$ cat src/rtl/montgomery_product_if.sv
// Request/response bundle for montgomery_product.
// The master side drives start and the operands. The slave side returns the
// result and the status flags.
interface montgomery_product_if;
  logic         start;
  logic [255:0] N;
  logic [255:0] a;
  logic [255:0] b;
  logic [255:0] m;
  logic         busy;
  logic         finish;

  modport master (output start, N, a, b, input  m, busy, finish);
  modport slave  (input  start, N, a, b, output m, busy, finish);
endinterface

$ cat src/rtl/montgomery_product.sv
// Bit-serial Montgomery product m = a*b*2^-256 mod N.
// The core does one radix-2 step per cycle, so a job takes a fixed number of
// cycles that does not depend on the data.
//
// Build option MONTGOMERY_FINAL_SUB_EN:
//   defined   - a FINAL state runs the conditional subtraction, so m < N.
//               finish comes 258 edges after the start edge.
//   undefined - FINAL is skipped and m = t, which is congruent but lies in
//               [0, 2N). This mode needs N < 2^255. finish comes 257 edges
//               after the start edge.
module montgomery_product (
  input  logic               clk,
  input  logic               rst_n,
  montgomery_product_if.slave bus
);

  typedef enum logic [1:0] {
    IDLE  = 2'd0,
    CALC  = 2'd1,
`ifdef MONTGOMERY_FINAL_SUB_EN
    FINAL = 2'd2,
`endif
    DONE  = 2'd3
  } state_t;

  state_t       state_q, state_d;
  logic [255:0] n_r, a_r, b_r;
  logic [257:0] t_q, t_next;
  logic [8:0]   cnt_q;
  logic [255:0] m_q;
  logic         calc_last;

  // Iterations run while cnt is 0..255. At cnt == 256 CALC spends one idle
  // cycle before it leaves, which fixes the overall latency.
  assign calc_last = (cnt_q == 9'd256);

  // State register
  always_ff @(posedge clk or negedge rst_n) begin
    if (!rst_n) state_q <= IDLE;
    else        state_q <= state_d;
  end

  // Next-state logic. start only matters in IDLE.
  always_comb begin
    state_d = state_q;
    case (state_q)
      IDLE:  if (bus.start) state_d = CALC;
`ifdef MONTGOMERY_FINAL_SUB_EN
      CALC:  if (calc_last) state_d = FINAL;
      FINAL: state_d = DONE;
`else
      CALC:  if (calc_last) state_d = DONE;
`endif
      DONE:  state_d = IDLE;
      default: state_d = IDLE;
    endcase
  end

  // Status outputs. busy starts one cycle after the accepting edge and drops
  // when finish rises.
  always_comb begin
    bus.busy   = (state_q == CALC && cnt_q != 9'd0)
`ifdef MONTGOMERY_FINAL_SUB_EN
                 || (state_q == FINAL)
`endif
                 ;
    bus.finish = (state_q == DONE);
    bus.m      = m_q;
  end

  // One Montgomery step: add b when the current multiplier bit is set, add N
  // when the sum is odd so it becomes even, then halve. With t < 2N on entry,
  // every intermediate value stays below 4N < 2^258.
  always_comb begin
    logic [257:0] t1, t2;
    t1     = t_q + (a_r[cnt_q[7:0]] ? {2'b00, b_r} : 258'd0);
    t2     = t1  + (t1[0]           ? {2'b00, n_r} : 258'd0);
    t_next = t2 >> 1;
  end

`ifdef MONTGOMERY_FINAL_SUB_EN
  logic         t_ge_n;
  logic [255:0] m_fin;
  // Final reduction. Because t < 2N, a single subtraction is enough, and the
  // low 256 bits of the subtraction are exact.
  always_comb begin
    t_ge_n = (t_q >= {2'b00, n_r});
    m_fin  = t_ge_n ? (t_q[255:0] - n_r) : t_q[255:0];
  end
`endif

  // Datapath registers: latch operands on accept, iterate in CALC, load the result.
  always_ff @(posedge clk or negedge rst_n) begin
    if (!rst_n) begin
      n_r   <= '0;
      a_r   <= '0;
      b_r   <= '0;
      t_q   <= '0;
      cnt_q <= '0;
      m_q   <= '0;
    end else begin
      case (state_q)
        IDLE: if (bus.start) begin
          n_r   <= bus.N;
          a_r   <= bus.a;
          b_r   <= bus.b;
          t_q   <= '0;
          cnt_q <= '0;
        end
        CALC: if (!calc_last) begin
          t_q   <= t_next;
          cnt_q <= cnt_q + 9'd1;
        end
`ifndef MONTGOMERY_FINAL_SUB_EN
        else m_q <= t_q[255:0];
`endif
`ifdef MONTGOMERY_FINAL_SUB_EN
        FINAL: m_q <= m_fin;
`endif
        default: ;
      endcase
    end
  end

endmodule
$ cat src/flat_wrapper.sv
// flat-port wrapper written by rule: the top's interface ports become plain ports
module montgomery_product_flat 
  (clk, rst_n, bus_start, bus_N, bus_a, bus_b, bus_m, bus_busy, bus_finish);
  montgomery_product_if bus_i ();
  input  logic clk;
  input  logic rst_n;
  input wire logic [$bits(bus_i.start)-1:0] bus_start;
  input wire logic [$bits(bus_i.N)-1:0] bus_N;
  input wire logic [$bits(bus_i.a)-1:0] bus_a;
  input wire logic [$bits(bus_i.b)-1:0] bus_b;
  output wire logic [$bits(bus_i.m)-1:0] bus_m;
  output wire logic [$bits(bus_i.busy)-1:0] bus_busy;
  output wire logic [$bits(bus_i.finish)-1:0] bus_finish;
  assign bus_i.start = bus_start;
  assign bus_i.N = bus_N;
  assign bus_i.a = bus_a;
  assign bus_i.b = bus_b;
  assign bus_m = bus_i.m;
  assign bus_busy = bus_i.busy;
  assign bus_finish = bus_i.finish;
  montgomery_product u_core (.clk(clk), .rst_n(rst_n), .bus(bus_i));
endmodule
$ cat config.mk
export PLATFORM = sky130hd
export DESIGN_NAME = montgomery_product_flat
export DESIGN_NICKNAME = d
export VERILOG_FILES = /design/src/rtl/montgomery_product_if.sv /design/src/rtl/montgomery_product.sv /design/src/flat_wrapper.sv
export SDC_FILE = /design/constraint.sdc
export NUM_CORES = 2
export LEC_CHECK = 0
export BUFFER_PORTS_ARGS = -buffer_cell sky130_fd_sc_hd__clkbuf_2
export CORE_MARGIN = 2
export CORE_UTILIZATION = 55
export DETAILED_ROUTE_END_ITERATION = 10
export GPL_TIMING_DRIVEN = 0
export PLACE_DENSITY = 0.78
export RECOVER_POWER = 100
export SLEW_MARGIN = 20
export SYNTH_ARGS = -nofsm -noshare
export SYNTH_HDL_FRONTEND = slang
export SYNTH_SLANG_ARGS = --single-unit
$ cat constraint.sdc
create_clock -name clk -period 13.6 [get_ports clk]
set_clock_uncertainty 0.2 [all_clocks]
set_input_delay 0 -clock clk [delete_from_list [all_inputs] [get_ports clk]]
set_output_delay 0 -clock clk [all_outputs]
set_load 0.05 [all_outputs]
==> flow_summary.ini, run 1 <==
[logic_synthesis]
yosysWarnings = 0
synth_area_sq_mm = 0.08952
synth_cells = 11810
synth_area_leaders = dfrtp_1 (36%), nand2_1 (16%), ha_1 (7.2%)
ys.flop_type = dfrtp_1
seq_area_frac_synth_pct = 36.12
synth_nets = 13100
yosysTopAreaCellShare_pct = 36.12
synth.distinct_cells = 90
ys_seq_elements = 1292
avgSynthCellArea_sq_um = 7.580
synth_area_leader_cell = dfrtp_1
synth-edff-count = 0
synthArstFlopShare_pct = 100.0

[die]
die_h_um = 407.4
initial_core_util_pct = 55.19
rows = 148
io_pins = 1029
dieWidth_um = 407.4

[placed_design]
hpwl_um = 347100
placed_area_sq_mm = 0.09823
placement.setup.worst_slack_ps = -3170
port_buffers = 1028
gp_congestion = 1.128

[clock_tree]
cts.htree.levels = 4
cts_buffers = 138
cts.sinks = 1292
cts-root-buf = clkbuf_16
cts_buffer_depth = 3

[grt]
globalRouteOverflowTotal = 854
grt_usage_pct = 76.33
grt_pass1_vias = 130300
grt_pass1_wl_um = 940600
grt_max_degree = 100

[run_status]
lastStage = global routing
outcome = aborted with a tool error
error_line = [ERROR GRT-0116] Global routing finished with congestion. Check the congestion regions in the DRC Viewer.
-- through the flow --
step	cells	utilization, %
floorplan	11810	-
global placement	15010	60.04
detailed placement	15040	60.55
CTS	16840	73.18
-- what timing repair did --
action | 4_1_cts
setup buffers | 1
hold buffers | 1539
pin swaps | 1
endpoints found under the setup margin | 118
gates resized for setup | 64
hold endpoints to repair | 1247
-- routing by layer --
metal  global-route usage, %  GRT overflow
met1                   80.07            67
met5                   41.15             5
met4                   66.28           286
met2                   91.05           425
met3                   62.07            71
-- cells in the mapped netlist, types with 9 or more instances --
| library cell | instances |
|---|---|
| o41ai_1 | 11 |
| mux4_2 | 83 |
| a211oi_1 | 28 |
| and4_1 | 40 |
| o211ai_1 | 20 |
| o21a_1 | 67 |
| nand3_1 | 252 |
| a21o_1 | 190 |
| a21boi_1 | 13 |
| o31a_1 | 11 |
| xnor2_1 | 296 |
| buf_2 | 22 |
| o21ai_0 | 718 |
| nand2_1 | 3912 |
| buf_1 | 14 |
| nor3_1 | 130 |
| and3_1 | 19 |
| inv_1 | 172 |
| dfrtp_1 | 1292 |
| a21boi_0 | 31 |
| or4_1 | 11 |
| a221oi_1 | 22 |
| nor2b_1 | 36 |
| nand2b_1 | 39 |
| o21ai_1 | 138 |
| nor4_1 | 48 |
| o221ai_1 | 18 |
| a31oi_1 | 68 |
| or2_2 | 21 |
| a211o_1 | 9 |
| nor2_1 | 568 |
| o21bai_1 | 173 |
| ha_1 | 513 |
| a21oi_1 | 969 |
| nand4_1 | 282 |
| or2_1 | 9 |
| xor2_1 | 218 |
| o31ai_1 | 48 |
| or3_1 | 36 |
| and2_1 | 535 |
| clkbuf_1 | 600 |
-- cells by family after synthesis --
group                    count (synthesis)  synth area share (%)
XOR/XNOR                               514                 5.029
flip-flops                            1292                 36.12
AND/OR/NAND/NOR                       5964                 28.82
AO/OA/AOI/OAI                         2635                 17.31
multiplexers                            83                 2.088
buffers and inverters                  808                 3.419
adder cells (fa/ha/maj)                515                 7.215
==> run 2, diff against run 1 <==
- CORE_UTILIZATION: 55 -> 40
- PLACE_DENSITY: 0.78 -> not set
- PLACE_DENSITY_LB_ADDON: not set -> 0.15
==> flow_summary.ini, run 2 <==
[cells_and_area]
fillers = 20130
final_core_util_pct = 54.06
final_cell_mix = nand2_1 (3,912), dlygate4sd3_1 (1,538), dfrtp_1 (1,292)
top_register = u_core.t_q
layout-drive-gt1-share_pct = 9.101
nets = 15860
finish.instance_area_sq_mm = 0.1202
register_area_sq_mm = 0.03233
mostFrequentLayoutCell = nand2_1
area_delta_synth_final_pct = 34.24
largest_register_ffs = 257
multiInputGateArea_sq_mm = 0.05479

[timing]
slew_violations = 753
timing.slew.headroom_pct = -244.3
worst_slew_pin_slew_ps = 5165
hold_violations = 0
setup_viol = 0
fmax_mhz = 73.60
holdWs_ps = 251.1
finalCritPeriodShare_pct = 99.90
fin_crit_ps = 13590

[logic_synthesis]
synth_nets = 13100
synth-compound-area-share_pct = 17.31
avgSynthCellArea_sq_um = 7.580
synth_area_leaders = dfrtp_1 (36%), nand2_1 (16%), ha_1 (7.2%)
synth_top_family_by_area = simple AND/OR/NAND/NOR gates
seq_area_frac_synth_pct = 36.12
synth_xor_area_share_pct = 5.029
synth_area_sq_mm = 0.08952
ys.flop_type = dfrtp_1
synth.distinct_cells = 90
synth-edff-count = 0
yosysTopAreaCellShare_pct = 36.12
netlist_top_cells_count = nand2_1 (3,912), dfrtp_1 (1,292), a21oi_1 (969)
muxShareOfSynthArea_pct = 2.088
synthArstFlopShare_pct = 100.0
synth_most_common_cell = nand2_1
synth-simple-area-share_pct = 28.82
yosysWarnings = 0
synth_area_leader_cell = dfrtp_1
synth_cells = 11810
synthAdderAreaFrac_pct = 7.215
ys_seq_elements = 1292

[setup_path]
critPathMaxFanout = 10
cp-end-kind = flop
reg2regPathDepth = 43
crit_type = reg -> reg
crit_top_cell = a21oi_1
r2r_slack_ps = 10
critical_path_required_ps = 14060
reg2reg_to = u_core.t_q[255]$_DFFE_PN0P_
worstSetupStartpointType = flop
r2r-start = u_core.cnt_q[0]$_DFFE_PN0P_
critPathMaxStageDelay_ps = 720
cp.arrival_ps = 14050
cp_slowest_cell = o221ai_1

[power]
intPower_mw = 6.648
seqPwrFrac_pct = 44.2
ir_worst_vdd_uv = 95.76
p_per_area_mw_per_mm2 = 72.39
p_leak_nw = 61.15
clkPwrFrac_pct = 48.7
power.switching_mw = 2.052
swShare_pct = 23.59
combPwrFrac_pct = 7.1

[placed_design]
gp_congestion = 1.049
hpwl_um = 378400
port_buffers = 1028
placed_area_sq_mm = 0.09939

[grt]
grt_max_degree = 95
antenna_found_initial = 89
grt_pass1_vias = 102900
grt_usage_pct = 42.05
globalRouteOverflowTotal = 0
grt_pass1_wl_um = 705200

[die]
initial_core_util_pct = 40.27
dieArea_sq_mm = 0.2276
core_area_sq_mm = 0.2223
rows = 173
io_pins = 1029
dieWidth_um = 477.1
die_h_um = 477.1

[drt]
drt-initial-drc-count = 11250
wl_per_cell_um = 27.82
ant_nets = 0
wl_um = 493500
num_vias = 104400
via_per_inst = 5.885
drc = 0
dr.pass1.iters = 9

[worst_hold_path]
hold_end = u_core.b_r[157]$_DFFE_PN0P_
hold_path_class = in -> reg
hold_depth = 5
worstHoldStart = bus_b[157]

[run]
timing.max_cap.violations = 17

[run_status]
outcome = complete, but fails checks
failed_checks = max-capacitance violations, max-slew violations

[clock_tree]
cts.htree.levels = 4
cts-root-buf = clkbuf_16
cts.sinks = 1292
cts_buffers = 145
cts_buffer_depth = 3
cts_tree = yes
clk-insertion-delay-late_ps = 830
cts.clk_slew.worst_paths_ps = 70
==> run 2: what timing repair did <==
action                      CTS  global route
buffers inserted              7            12
hold buffers               1539             0
resized for setup            79            53
pin swaps                     4            14
cloned                        0             0
setup endpoints to repair   143            49
hold endpoints to repair   1142             0
==> run 2: layout make-up <==
cell class | instances | area share (%)
antenna | 70 | 0.1458
clock buffer | 199 | 3.473
timing repair buffer | 2624 | 17.45
sequential | 1292 | 26.90
tap | 2975 | 3.097
buffer | 629 | 2.059
multi-input combinational | 9711 | 45.59
clock inverter | 64 | 0.7382
inverter | 172 | 0.5372
==> run 2: cells by family (layout without fill, tap and decap cells) <==
logic type	count (synthesis)	after routing
XOR/XNOR	514	514
multiplexers	83	83
AND/OR/NAND/NOR	5964	5964
flip-flops	1292	1292
AO/OA/AOI/OAI	2635	2635
other	0	70
adder cells (fa/ha/maj)	515	515
buffers and inverters	808	3688
==> run 2: critical path, delay by kind of cell, from the launching register on <==
family                     cells  cell delay, ps
AOI/OAI and AO/OA             15            3390
xor gates and xnor gates       3             760
adders and majority gates      2             590
buffers and inverters          9            2370
DFF                            1             360
muxes                          4            2170
and+or+nand+nor               10            3490
==> run 2: per-stage QoR <==
step	setup slack [ps]	instances	power (mW)	TNS, ps
3_5_place_dp	-3556	15850	4.157	-179860
6_report	13.56	17740	8.700	0
4_1_cts	32.05	17660	8.664	0
5_1_grt	-18.66	17700	8.895	-36.50
3_3_place_gp	-18910	15810	4.150	-
2_1_floorplan	3412	11810	3.918	0
==> run 2: per-layer routing <==
metal / vias up / GRT usage, % / part of all wire (%)
met5: - / 0.4202 / 0.076
met4: 42 / 24.56 / 7.1
met3: 1596 / 9.088 / 8.5
met2: 6026 / 64.90 / 44
met1: 50820 / 54.18 / 40
li1: 45890 / - / -
==> run 2: worst max-delay path by stage <==
stage | startpoint | endpoint | depth (start not counted)
after detailed placement | u_core.cnt_q[1]$_DFFE_PN0P_ | u_core.t_q[253]$_DFFE_PN0P_ | 43
final | u_core.cnt_q[0]$_DFFE_PN0P_ | u_core.t_q[255]$_DFFE_PN0P_ | 43
after CTS | u_core.cnt_q[0]$_DFFE_PN0P_ | u_core.t_q[198]$_DFFE_PN0P_ | 41
after global routing | u_core.cnt_q[0]$_DFFE_PN0P_ | u_core.t_q[240]$_DFFE_PN0P_ | 43
after floorplan | u_core.cnt_q[0]$_DFFE_PN0P_ | u_core.t_q[256]$_DFFE_PN0P_ | 41
after global placement | rst_n | u_core.b_r[193]$_DFFE_PN0P_ | 1
==> run 2: power groups by stage <==
stage / combinational [mW] / sequential (mW) / clock, mW
final: 0.622 / 3.84 / 4.23
after global routing: 0.650 / 3.84 / 4.40
after CTS: 0.584 / 3.84 / 4.24
after detailed placement: 0.242 / 3.91 / 0
after global placement: 0.224 / 3.93 / 0
after floorplan: 0.00254 / 3.92 / 0
(Power assumes the default switching activity.)
